===== config.mk =====
export PLATFORM = sky130hd
export DESIGN_NAME = img_mux_sel_ctrl
export DESIGN_NICKNAME = d
export VERILOG_FILES = /design/src/rtl/img_proc_pkg.sv /design/src/rtl/btn_debounce.sv /design/src/rtl/img_mux_sel_ctrl.sv
export SDC_FILE = /design/constraint.sdc
export NUM_CORES = 1
export LEC_CHECK = 0
export ABC_AREA = 1
export CAP_MARGIN = 20
export CORE_ASPECT_RATIO = 1.1
export CORE_UTILIZATION = 25
export DETAILED_ROUTE_END_ITERATION = 16
export GPL_TIMING_DRIVEN = 0
export REMOVE_ABC_BUFFERS = 1
export SYNTH_ARGS = -nofsm -noshare
export SYNTH_HDL_FRONTEND = slang
export SYNTH_SLANG_ARGS = --single-unit

===== constraint.sdc =====
create_clock -name Clock -period 2.7 [get_ports Clock]
set_input_delay 0.405 -clock Clock [delete_from_list [all_inputs] [get_ports Clock]]
set_output_delay 0.405 -clock Clock [all_outputs]
set_load 0.05 [all_outputs]

===== src/rtl/img_proc_pkg.sv =====
// Shared definitions for the image-processing output path: select-controller
// FSM encodings, source limits and the pixel value used while blanking.
package img_proc_pkg;

  localparam int N_SRC_MAX = 4;
  localparam int SEL_W     = 2;

  localparam logic [23:0] BLACK_PIXEL = 24'h000000;

  typedef logic [1:0] state_t;

  localparam state_t STABLE  = 2'd0;
  localparam state_t PENDING = 2'd1;
  localparam state_t BLANK   = 2'd2;

endpackage


===== src/rtl/btn_debounce.sv =====
// Push-button conditioner: 2-FF synchroniser, stable-high counter and a
// single-cycle press pulse on the debounced level's rising edge.
module btn_debounce #(
  parameter int DEBOUNCE_CYC = 1000000,
  parameter int DB_W         = 20
) (
  input  logic Clock,
  input  logic Reset,
  input  logic btn,
  output logic press
);

  logic            sync1;
  logic            sync2;
  logic [DB_W-1:0] cnt;
  logic            level;
  logic            level_d;

  always_ff @(posedge Clock or negedge Reset) begin
    if (!Reset) begin
      sync1 <= 1'b0;
      sync2 <= 1'b0;
    end else begin
      sync1 <= btn;
      sync2 <= sync1;
    end
  end

  // The counter saturates once the level is accepted, so holding the
  // button keeps the level high without producing further presses.
  always_ff @(posedge Clock or negedge Reset) begin
    if (!Reset) begin
      cnt     <= '0;
      level   <= 1'b0;
      level_d <= 1'b0;
    end else begin
      level_d <= level;
      if (!sync2) begin
        cnt   <= '0;
        level <= 1'b0;
      end else if (cnt == DB_W'(DEBOUNCE_CYC - 1)) begin
        level <= 1'b1;
      end else begin
        cnt <= cnt + DB_W'(1);
      end
    end
  end

  assign press = level & ~level_d;

endmodule


===== src/rtl/img_mux_sel_ctrl.sv =====
// Frame-synchronous select controller for the output mux: arbitrates force,
// button and auto-cycle requests and switches only on vsync rising edges.
module img_mux_sel_ctrl #(
  parameter int N_SRC           = 4,
  parameter int SEL_W           = 2,
  parameter int DEBOUNCE_CYC    = 1000000,
  parameter int DB_W            = 20,
  parameter int FRAMES_PER_MODE = 60,
  parameter int FR_W            = 8
) (
  input  logic             Clock,
  input  logic             Reset,
  input  logic             vsync,
  input  logic             btn_next,
  input  logic             auto_en,
  input  logic             force_valid,
  input  logic [SEL_W-1:0] force_sel,
  output logic [SEL_W-1:0] sel,
  output logic             blank,
  output logic             pending,
  output logic             switch_done
);

  import img_proc_pkg::*;

  state_t           state;
  logic [SEL_W-1:0] target;
  logic [SEL_W-1:0] next_sel;
  logic [FR_W-1:0]  fr_cnt;
  logic             vsync_d;
  logic             vs_edge;
  logic             press;
  logic             auto_req;
  logic             force_legal;

  btn_debounce #(
    .DEBOUNCE_CYC (DEBOUNCE_CYC),
    .DB_W         (DB_W)
  ) u_btn (
    .Clock (Clock),
    .Reset (Reset),
    .btn   (btn_next),
    .press (press)
  );

  always_ff @(posedge Clock or negedge Reset) begin
    if (!Reset) vsync_d <= 1'b0;
    else        vsync_d <= vsync;
  end

  always_comb begin
    vs_edge     = vsync & ~vsync_d;
    next_sel    = (sel == SEL_W'(N_SRC - 1)) ? '0 : sel + SEL_W'(1);
    force_legal = force_valid && (int'(force_sel) < N_SRC);
    auto_req    = vs_edge && (state == STABLE) && auto_en &&
                  (fr_cnt == FR_W'(FRAMES_PER_MODE - 1));
  end

  // Frames are only counted while the output is stable, so the blanked
  // frame of a switch never counts towards the next auto step.
  always_ff @(posedge Clock or negedge Reset) begin
    if (!Reset) begin
      fr_cnt <= '0;
    end else if (!auto_en || switch_done) begin
      fr_cnt <= '0;
    end else if (vs_edge && (state == STABLE)) begin
      fr_cnt <= auto_req ? '0 : fr_cnt + FR_W'(1);
    end
  end

  always_ff @(posedge Clock or negedge Reset) begin
    if (!Reset) begin
      state       <= STABLE;
      target      <= '0;
      sel         <= '0;
      blank       <= 1'b0;
      pending     <= 1'b0;
      switch_done <= 1'b0;
    end else begin
      switch_done <= 1'b0;
      case (state)
        STABLE: begin
          if (force_legal && (force_sel != sel)) begin
            target  <= force_sel;
            pending <= 1'b1;
            state   <= PENDING;
          end else if (press || auto_req) begin
            target  <= next_sel;
            pending <= 1'b1;
            state   <= PENDING;
          end
        end
        PENDING: begin
          // Forcing back to the live source withdraws the switch entirely.
          if (force_legal && (force_sel == sel)) begin
            pending <= 1'b0;
            state   <= STABLE;
          end else if (vs_edge) begin
            sel     <= force_legal ? force_sel : target;
            blank   <= 1'b1;
            pending <= 1'b0;
            state   <= BLANK;
          end else if (force_legal) begin
            target <= force_sel;
          end
        end
        BLANK: begin
          if (vs_edge) begin
            blank       <= 1'b0;
            switch_done <= 1'b1;
            state       <= STABLE;
          end
        end
        default: state <= STABLE;
      endcase
    end
  end

endmodule


==> results.ini <==
[routing]
wl_per_cell_um=10.5
antenna_left=0
totalWireLength_mm=4.43
drc=0
drt_iter0_markers=101
first_pass_iters=4
viasPerCell=4.32
vias=1823

[critical_path]
critPathKind=reg -> out
arrival_ns=1.56
crit_slowest_cell=clkdlybuf4s50_1
path_cells=clkdlybuf4s50_1
slowest_delay_ns=0.84
critPathTopFamily=buffers and inverters
critPathMaxFanout=5
crit_path_start_kind=flip-flop
cp_num_buf_inv=1
end_kind=output pin
critPathRequiredTime_ns=2.30

[placement]
post-dp-hpwl_mm=3.30
io_buffers=12
place_inst=413
dpl_cell_area_sq_mm=0.00252
preCtsSetupSlack_ns=0.729
place_congestion=0.772

[sta]
rsz0062_at_grt=no
worst_pin_slew_ns=0.504
period_needed_ns=1.96
fmax_mhz=509
slew_violations=0
hold_viol_final=0
fin_crit_sh_pct=72.7
tns_ns=0
fin_skew_ns=0.00424
relSlewSlack_pct=66.3
fin_ws_ns=0.736
setup_viol=0

[logic_synthesis]
ys_types=29
ys.flop_type=dfrtp_1
synth_edf_count=0
syn_avg_cell_area_sq_um=7.81
synth_seq_cells=42
ys_async_sr_fraction_pct=100
yosysWarnings=0
yosysSeqAreaShare_pct=46.5
synth_area_sq_mm=0.00226
synth_cells=289

[layout]
multi_input_area_sq_mm=0.00106
fin_cells=422
seqCellArea_sq_mm=0.00105
n_fill_cell=965
final_area_sq_mm=0.00262
fin_nets=318
area_growth_pct=16.2
drive_gt1_share_pct=12.7
diodes=0

[floorplan]
num_rows=36
die_x_um=92.6
start_util_pct=25.6
die-area_sq_mm=0.00942
coreArea_sq_mm=0.00883
fp.dieH_um=102
top_level_ports=13

[grt]
grt_overflow=0
grt_pass1_wl_mm=7.91
grt_max_degree=32
first_global_vias=1762
antenna_found_initial=0
track_usage_pct=10.5

[power]
cellPowerDensity_mw_per_mm2=638
ir_drop_mv=0.337
leakage_nw=1.22

[cts]
root_buffer=clkbuf_8
cts_setup_buffers=0
cts_tree=done
cts_max_path_buffers=2
cts_buffers=5
worstSkewPairLatency_ns=0.30
cts_max_level=2
clk_pin_slew_ns=0.09
cts_sinks=42

[flow_run]
cap_violations=0

[status]
outcome=finished, final reports clean

[hold_path]
min_path_type=reg -> reg

## cell usage in the layout, fill, tap and decap left out, types with 2 or more instances in the layout
cell type / netlist / routed
a21oi_1: 15 / 15
a21oi_2: 5 / 5
clkbuf_8: 0 / 5
clkdlybuf4s50_1: 0 / 11
dfrtp_1: 42 / 42
ha_1: 3 / 3
inv_1: 26 / 26
inv_2: 10 / 10
nand2_1: 71 / 71
nand2_2: 5 / 5
nand3_1: 24 / 24
nand4_1: 6 / 6
nor2_1: 40 / 40
nor2_2: 2 / 2
nor3_1: 7 / 7
nor3_4: 3 / 3
o21ai_0: 4 / 4
o21ai_1: 4 / 4
xnor2_1: 3 / 3
xor2_1: 7 / 7
## per-stage QoR
step                      hold WS [ns]  power (mW)  util, %
after floorplan                  0.109        1.12        -
after global placement           0.335        1.26     28.4
after detailed placement         0.319        1.27     28.6
after CTS                        0.360        1.70     29.7
after global routing             0.374        1.80     29.7
final                            0.357        1.67     29.7
## final cells by class
class,instances,area share [%]
clock inverter,3,0.811
clock buffer,5,2.62
timing repair buffer,14,5.53
sequential,42,40.1
inverter,36,5.15
tap,114,5.44
multi-input combinational,208,40.4
## registers in the layout (all words and copies together), names as in the netlist
signal	flops
target	2
u_btn.sync2	1
pending	1
sel	2
u_btn.level_d	1
u_btn.cnt	20
switch_done	1
blank	1
vsync_d	1
fr_cnt	8
u_btn.level	1
u_btn.sync1	1
state	2
## path summary, 6_finish.rpt
path / start / endpoint / slack [ns] / cells past startpoint
max in group asynchronous: Reset / u_btn.cnt[6]$_DFFE_PN0P_ / 1.69 / 3
worst max-delay path: sel[0]$_DFFE_PN0P_ / sel[0] / 0.74 / 1
worst max register to register: u_btn.cnt[0]$_DFFE_PN0P_ / u_btn.cnt[1]$_DFFE_PN0P_ / 1.07 / 8
worst min register to register: u_btn.sync1$_DFF_PN0_ / u_btn.sync2$_DFF_PN0_ / 0.36 / 0
worst min-delay path: u_btn.sync1$_DFF_PN0_ / u_btn.sync2$_DFF_PN0_ / 0.36 / 0
min in group asynchronous: Reset / u_btn.cnt[17]$_DFFE_PN0P_ / 0.55 / 2
## where the power goes
group          switching (mW)  internal, mW
clock network           0.240         0.182
registers              0.0539         0.695
logic                   0.329         0.174
total                   0.623          1.05
## cell usage after synthesis, types with 2 or more instances
cell type	n	area share, %
a21oi_1	15	3.3
a21oi_2	5	1.9
clkbuf_1	2	0.33
dfrtp_1	42	47
ha_1	3	1.7
inv_1	26	4.3
inv_2	10	1.7
nand2_1	71	12
nand2_2	5	1.4
nand3_1	24	5.3
nand4_1	6	1.7
nor2_1	40	6.6
nor2_2	2	0.55
nor3_1	7	1.6
nor3_4	3	2.2
o21ai_0	4	0.89
o21ai_1	4	0.89
xnor2_1	3	1.2
xor2_1	7	2.7
## what timing repair did
action                    4_1_cts  5_1_grt
hold endpoints to repair       11        0
resized for setup               0        0
hold buffers                    1        0
## cells by family (layout without fill, tap and decap cells)
family / count (synthesis) / in the layout / share of synthesized area (%)
AO/OA/AOI/OAI: 32 / 32 / 8.37
XOR/XNOR: 10 / 10 / 3.88
adder cells (fa/ha/maj): 3 / 3 / 1.66
buffers and inverters: 39 / 58 / 6.54
flip-flops: 42 / 42 / 46.5
AND/OR/NAND/NOR: 163 / 163 / 33.0
## routing by layer
layer	global-route usage (%)	up-vias	share of wire [%]
met1	13.6	831	50
met4	3.79	0	1.6
met3	2.85	8	2.8
met2	17.0	19	46
met5	0	-	0
li1	-	965	-
Power figures use the tool's default switching activity.
